## src/rtl/dehaze_frame_if.sv

```systemverilog
// Dark-channel pixel stream into the per-frame dehaze controller.
// The stream source drives all four signals; the controller only observes them.
interface dehaze_frame_if;
    logic [7:0] dark;
    logic       hsync;
    logic       vsync;
    logic       de;

    modport master (output dark, hsync, vsync, de);
    modport slave  (input  dark, hsync, vsync, de);
endinterface

```

## src/rtl/dehaze_frame_ctrl.sv

```systemverilog
// Per-frame controller for the dehaze dark-channel stage: checks frame geometry, tracks
// the peak dark value and updates the atmospheric-light estimate once per frame.
module dehaze_frame_ctrl #(
    parameter int H_ACTIVE     = 1280,
    parameter int V_ACTIVE     = 720,
    parameter int A_DEFAULT    = 255,
    parameter int SMOOTH_SHIFT = 2,
    parameter int VS_POL       = 1
) (
    input  logic          pixelclk,
    input  logic          reset_n,
    dehaze_frame_if.slave px,
    output logic [7:0]    o_atmos,
    output logic          o_atmos_valid,
    output logic          o_frame_done,
    output logic          o_frame_bad,
    output logic [15:0]   o_frame_cnt,
    output logic          o_dehaze_en,
    output logic [1:0]    dbg_state,
    output logic          dbg_hsync
);

    typedef enum logic [1:0] {
        S_IDLE   = 2'd0,
        S_FRAME  = 2'd1,
        S_UPDATE = 2'd2
    } state_t;

    localparam logic [11:0] H_CMP  = 12'(H_ACTIVE);
    localparam logic [10:0] V_CMP  = 11'(V_ACTIVE);
    localparam logic        VS_ACT = (VS_POL != 0);

    state_t             state_q, state_d;
    logic               vs_prev_q, de_prev_q;
    logic [11:0]        pix_cnt_q;
    logic [10:0]        line_cnt_q;
    logic               line_err_q;
    logic [7:0]         max_q;
    logic [10:0]        snap_lines_q;
    logic               snap_err_q;
    logic [7:0]         snap_max_q;
    logic [15:0]        frame_cnt_q;
    logic               vs_act, frame_edge, de_fall, frame_good;
    logic signed [8:0]  diff, step;
    logic [7:0]         a_next;

    assign vs_act     = (px.vsync == VS_ACT);
    assign frame_edge = vs_act && !vs_prev_q;
    assign de_fall    = de_prev_q && !px.de;
    assign frame_good = (snap_lines_q == V_CMP) && !snap_err_q;

    // IIR step toward the new frame max; arithmetic shift rounds toward minus infinity.
    assign diff   = $signed({1'b0, snap_max_q}) - $signed({1'b0, o_atmos});
    assign step   = diff >>> SMOOTH_SHIFT;
    assign a_next = o_atmos + step[7:0];

    assign o_frame_cnt = frame_cnt_q;
    assign dbg_state   = state_q;
    assign dbg_hsync   = px.hsync;

    always_ff @(posedge pixelclk) begin
        if (!reset_n) state_q <= S_IDLE;
        else          state_q <= state_d;
    end

    always_comb begin
        state_d = state_q;
        case (state_q)
            S_IDLE:   if (frame_edge) state_d = S_FRAME;
            S_FRAME:  if (frame_edge) state_d = S_UPDATE;
            S_UPDATE: state_d = S_FRAME;
            default:  state_d = S_IDLE;
        endcase
    end

    // Live geometry/peak tracking; a frame edge restarts it, counting a pixel in that cycle.
    always_ff @(posedge pixelclk) begin
        if (!reset_n) begin
            vs_prev_q  <= 1'b0;
            de_prev_q  <= 1'b0;
            pix_cnt_q  <= '0;
            line_cnt_q <= '0;
            line_err_q <= 1'b0;
            max_q      <= '0;
        end else begin
            vs_prev_q <= vs_act;
            de_prev_q <= px.de;
            if (frame_edge) begin
                pix_cnt_q  <= px.de ? 12'd1 : 12'd0;
                line_cnt_q <= '0;
                line_err_q <= 1'b0;
                max_q      <= px.de ? px.dark : 8'd0;
            end else begin
                if (px.de && pix_cnt_q != '1) pix_cnt_q <= pix_cnt_q + 12'd1;
                if (px.de && px.dark > max_q) max_q <= px.dark;
                if (de_fall) begin
                    if (line_cnt_q != '1)  line_cnt_q <= line_cnt_q + 11'd1;
                    if (pix_cnt_q != H_CMP) line_err_q <= 1'b1;
                    pix_cnt_q <= '0;
                end
            end
        end
    end

    always_ff @(posedge pixelclk) begin
        if (!reset_n) begin
            snap_lines_q <= '0;
            snap_err_q   <= 1'b0;
            snap_max_q   <= '0;
        end else if (frame_edge && state_q == S_FRAME) begin
            snap_lines_q <= line_cnt_q;
            snap_err_q   <= line_err_q;
            snap_max_q   <= max_q;
        end
    end

    always_ff @(posedge pixelclk) begin
        if (!reset_n) begin
            o_atmos       <= 8'(A_DEFAULT);
            o_atmos_valid <= 1'b0;
            o_frame_done  <= 1'b0;
            o_frame_bad   <= 1'b0;
            frame_cnt_q   <= '0;
            o_dehaze_en   <= 1'b0;
        end else begin
            o_frame_done <= (state_q == S_UPDATE);
            o_frame_bad  <= (state_q == S_UPDATE) && !frame_good;
            if (state_q == S_UPDATE && frame_good) begin
                o_atmos       <= o_atmos_valid ? a_next : snap_max_q;
                o_atmos_valid <= 1'b1;
                frame_cnt_q   <= frame_cnt_q + 16'd1;
                o_dehaze_en   <= 1'b1;
            end
        end
    end

endmodule

```

## src/flat_wrapper.sv

```systemverilog
// flat-port wrapper written by rule: the top's interface ports become plain ports
module dehaze_frame_ctrl_flat 
#(
    parameter int H_ACTIVE     = 1280,
    parameter int V_ACTIVE     = 720,
    parameter int A_DEFAULT    = 255,
    parameter int SMOOTH_SHIFT = 2,
    parameter int VS_POL       = 1
)
  (pixelclk, reset_n, o_atmos, o_atmos_valid, o_frame_done, o_frame_bad, o_frame_cnt, o_dehaze_en, dbg_state, dbg_hsync, px_dark, px_hsync, px_vsync, px_de);
  dehaze_frame_if px_i ();
  input  logic pixelclk;
  input  logic reset_n;
  output logic [7:0] o_atmos;
  output logic o_atmos_valid;
  output logic o_frame_done;
  output logic o_frame_bad;
  output logic [15:0] o_frame_cnt;
  output logic o_dehaze_en;
  output logic [1:0] dbg_state;
  output logic dbg_hsync;
  input wire logic [$bits(px_i.dark)-1:0] px_dark;
  input wire logic [$bits(px_i.hsync)-1:0] px_hsync;
  input wire logic [$bits(px_i.vsync)-1:0] px_vsync;
  input wire logic [$bits(px_i.de)-1:0] px_de;
  assign px_i.dark = px_dark;
  assign px_i.hsync = px_hsync;
  assign px_i.vsync = px_vsync;
  assign px_i.de = px_de;
  dehaze_frame_ctrl #(.H_ACTIVE(H_ACTIVE), .V_ACTIVE(V_ACTIVE), .A_DEFAULT(A_DEFAULT), .SMOOTH_SHIFT(SMOOTH_SHIFT), .VS_POL(VS_POL)) u_core (.pixelclk(pixelclk), .reset_n(reset_n), .px(px_i), .o_atmos(o_atmos), .o_atmos_valid(o_atmos_valid), .o_frame_done(o_frame_done), .o_frame_bad(o_frame_bad), .o_frame_cnt(o_frame_cnt), .o_dehaze_en(o_dehaze_en), .dbg_state(dbg_state), .dbg_hsync(dbg_hsync));
endmodule
```

## config.mk

```make
export PLATFORM = sky130hd
export DESIGN_NAME = dehaze_frame_ctrl_flat
export DESIGN_NICKNAME = d
export VERILOG_FILES = /design/src/rtl/dehaze_frame_if.sv /design/src/rtl/dehaze_frame_ctrl.sv /design/src/flat_wrapper.sv
export SDC_FILE = /design/constraint.sdc
export NUM_CORES = 1
export LEC_CHECK = 0
export CAP_MARGIN = 20
export CORE_ASPECT_RATIO = 0.9
export CORE_MARGIN = 2
export CORE_UTILIZATION = 25
export DETAILED_ROUTE_END_ITERATION = 6
export GPL_ROUTABILITY_DRIVEN = 0
export PLACE_DENSITY = 0.52
export SYNTH_ARGS = -nofsm -noshare
export SYNTH_HDL_FRONTEND = slang
export SYNTH_SLANG_ARGS = --single-unit
```

## constraint.sdc

```tcl
create_clock -name pixelclk -period 4.2 [get_ports pixelclk]
set_input_delay 1.26 -clock pixelclk [delete_from_list [all_inputs] [get_ports pixelclk]]
set_output_delay 1.26 -clock pixelclk [all_outputs]
set_load 0.02 [all_outputs]
```

==> out/results.tsv <==
stage	metric	value	unit
cells_and_area	areaGrowthSynthToFinish	22.62	%
global_routing	grtUsageTotal	10.84	%
place	io_buffer_count	41	
timing	hold-worst-slack	457.8	ps
job	maxCapViolCount	0	
status	outcome	finished, final reports clean	
global_routing	grt_pass1_wl	16070	um
global_routing	grt_pass1_vias	3251	
cts	cts_buffer_depth	2	
cells_and_area	final_core_util	31.52	%
hold_path	hold_end	u_core.snap_lines_q[3]$_SDFFE_PN0P_	
synthesis	postSynthAreaPerCell	8.794	um2
hold_path	min_from	u_core.snap_lines_q[3]$_SDFFE_PN0P_	
timing	tightestPinTransition	709.3	ps
synthesis	yosysTopAreaCell	dfxtp_1	
cts	cts_tree	yes	
setup_path	r2r-end	u_core.o_atmos[7]$_SDFFE_PN1P_	
drt	remaining_drc_errors	0	
floorplan	fp.dieH	129.4	um
synthesis	synth_edf_count	0	
timing	hold_violations	0	
synthesis	synth_cell_types	56	
setup_path	cp_max_fo	5	
timing	maxSlewHeadroom	52.57	%
cells_and_area	finalNetCount	577	
timing	post-route-min-period	3410	ps
drt	vias	3456	
cells_and_area	most-common-layout-cells	dfxtp_1 (83), nand2_1 (68), clkdlybuf4s50_1 (41), nor2_1 (37), ha_1 (28)	
setup_path	r2r_slack	790	ps
cells_and_area	final_common_cell	dfxtp_1	
floorplan	dieWidth	143.4	um
power	pwr_density_cell	338.4	nW/um2
cells_and_area	fin_area	5359	um2
power	p_leak	0.002052	uW
timing	rsz0062_at_grt	no	
cells_and_area	final_layout_size_suffix_gt1_share	7.807	%
synthesis	ys_seq_area_share	38.02	%
setup_path	end_kind	flop	
global_routing	grt_overflow	0	
drt	drt_first_iter_violations	134	
timing	slew_viol_final	0	
cts	htreeDepth	3	
floorplan	start_util	25.70	%
cts	cts_buffers	9	
hold_path	hold_path_depth	2	
setup_path	startpoint_type	flop	
cts	root_buffer	clkbuf_16	
floorplan	dieArea	18560	um2
setup_path	timing.rr.start	u_core.o_atmos[2]$_SDFFE_PN1P_	
cells_and_area	diodes	0	
place	hpwl	6928	um
timing	fin_skew	8.746	ps
drt	first_pass_iters	4	
setup_path	required	4410	ps
synthesis	synthArstFlopShare	0	%
timing	fmax	0.2932	GHz
setup_path	cp.arrival	3620	ps
cts	cts_setup_buffers	0	
cts	clock_latency	340	ps
timing	post-route-period-util	81.20	%
synthesis	yosys_warnings	0	
floorplan	rows	45	
timing	setup_tns	0	ps
cts	clkTransAtPathRegs	60	ps
floorplan	io_pins	44	
synthesis	synthesis.nets	539	
timing	finalSetupViolations	0	
drt	drtAntennaViolNets	0	
drt	avgViaCountPerCell	4.471	
setup_path	crit_type	reg -> reg	
cts	cts_sinks	83	
cts	hold_buffers	0	
synthesis	synth_top_area_share	38.02	%
synthesis	netlist_area	4370	um2
cts	cts_resized	0	
global_routing	grt_max_degree	54	
global_routing	antenna_found_initial	0	
place	placed_cell_area	5030	um2
power	ir_drop	201.5	uV
synthesis	synth_area_leaders	dfxtp_1 (38%), ha_1 (8.0%), nand2_1 (5.8%)	
drt	avgRoutedWirePerCell	12.09	um
synthesis	synth_ff_type	dfxtp_1	
drt	routed_wl	9349	um
hold_path	hold_class	reg -> reg	
setup_path	rr_worst_depth	14	
synthesis	synthCells	497	
synthesis	ys_ff_latch	83	
floorplan	core_region_area	17000	um2
power breakdown:
part           internal (uW)  switching (uW)  total (uW)
registers                799            10.8         810
clock network            574             319         894
logic                   50.2            59.9         110
total                   1420             390        1810
critical path: stages, from the launching register on:
cell      delay [ps]
dfxtp_1          400
inv_1             60
ha_1             340
a21o_1           190
a31o_2           240
a21oi_1          220
xnor2_1          170
ha_1             280
a21oi_1          210
a21boi_1         120
o21a_1           210
o41ai_1          310
xor2_1           210
mux2i_1          230
o211ai_2          90
logic make-up (layout without fill, tap and decap cells):
logic type	count (synthesis)	in the layout	synth area share (%)
fa+ha+maj	29	29	8.474
xor+xnor	31	31	6.212
compound gates	98	98	16.09
mux	8	8	1.832
buf+inv	42	83	3.807
simple gates	206	206	25.57
flops	83	83	38.02
per-stage QoR:
stage / setup slack (ps) / instances / power [uW]
5_1_grt: 482.6 / 773 / 1892
6_report: 789.5 / 773 / 1814
2_1_floorplan: 909.1 / 497 / 901.2
3_3_place_gp: 840.8 / 759 / 936.5
3_5_place_dp: 816.6 / 759 / 938.9
4_1_cts: 802.8 / 773 / 1843
registers in the layout (all words and copies together) (netlist names):
register,count
u_core.o_frame_cnt,16
u_core.pix_cnt_q,12
u_core.line_cnt_q,11
u_core.snap_lines_q,11
u_core.max_q,8
u_core.o_atmos,8
u_core.snap_max_q,8
u_core.dbg_state,2
u_core.de_prev_q,1
u_core.line_err_q,1
u_core.o_dehaze_en,1
u_core.o_frame_bad,1
u_core.o_frame_done,1
u_core.snap_err_q,1
u_core.vs_prev_q,1
how the worst max path moves through the flow:
stage | start | end | slack [ps] | cells past startpoint
after floorplan | u_core.o_atmos[2]$_SDFFE_PN1P_ | u_core.o_atmos[7]$_SDFFE_PN1P_ | 910 | 15
after global placement | px_dark[1] | u_core.max_q[7]$_SDFFE_PN0P_ | 840 | 9
after detailed placement | px_dark[1] | u_core.max_q[6]$_SDFFE_PN0P_ | 820 | 9
after CTS | u_core.o_atmos[2]$_SDFFE_PN1P_ | u_core.o_atmos[7]$_SDFFE_PN1P_ | 800 | 14
after global routing | u_core.o_atmos[2]$_SDFFE_PN1P_ | u_core.o_atmos[7]$_SDFFE_PN1P_ | 480 | 14
final | u_core.o_atmos[2]$_SDFFE_PN1P_ | u_core.o_atmos[7]$_SDFFE_PN1P_ | 790 | 14
synth_stat cells (7+ instances only):
| master | number |
|---|---|
| nor2b_1 | 11 |
| nor2_1 | 37 |
| a22o_1 | 8 |
| nand4_1 | 11 |
| and2_1 | 16 |
| a21oi_1 | 23 |
| xor2_1 | 14 |
| inv_1 | 25 |
| nand2_1 | 68 |
| o211ai_1 | 7 |
| ha_1 | 28 |
| xnor2_1 | 17 |
| nand3_1 | 12 |
| dfxtp_1 | 83 |
| a21boi_0 | 24 |
| clkbuf_1 | 14 |
| nor3_1 | 8 |
| mux2i_1 | 8 |
| o21ai_0 | 11 |
| or3_1 | 10 |
routing by layer:
| metal | part of all wire, % | vias up | GRT usage, % |
|---|---|---|---|
| met1 | 49 | 1584 | 14.43 |
| met3 | 4.8 | 12 | 3.474 |
| met2 | 44 | 54 | 16.47 |
| met4 | 2.0 | 0 | 3.979 |
| li1 | - | 1806 | - |
| met5 | 0 | - | 0 |
cell type report:
| type | count | area [um2] |
|---|---|---|
| Multi-Input combinational cell | 372 | 2547 |
| Tap cell | 235 | 294.0 |
| Clock buffer | 9 | 225.2 |
| Inverter | 25 | 93.84 |
| Sequential cell | 83 | 1662 |
| Timing Repair Buffer | 44 | 432.9 |
| Clock inverter | 5 | 103.9 |
| Fill cell | 1807 | 11640 |
No activity file was read; power rests on OpenSTA's default activity.
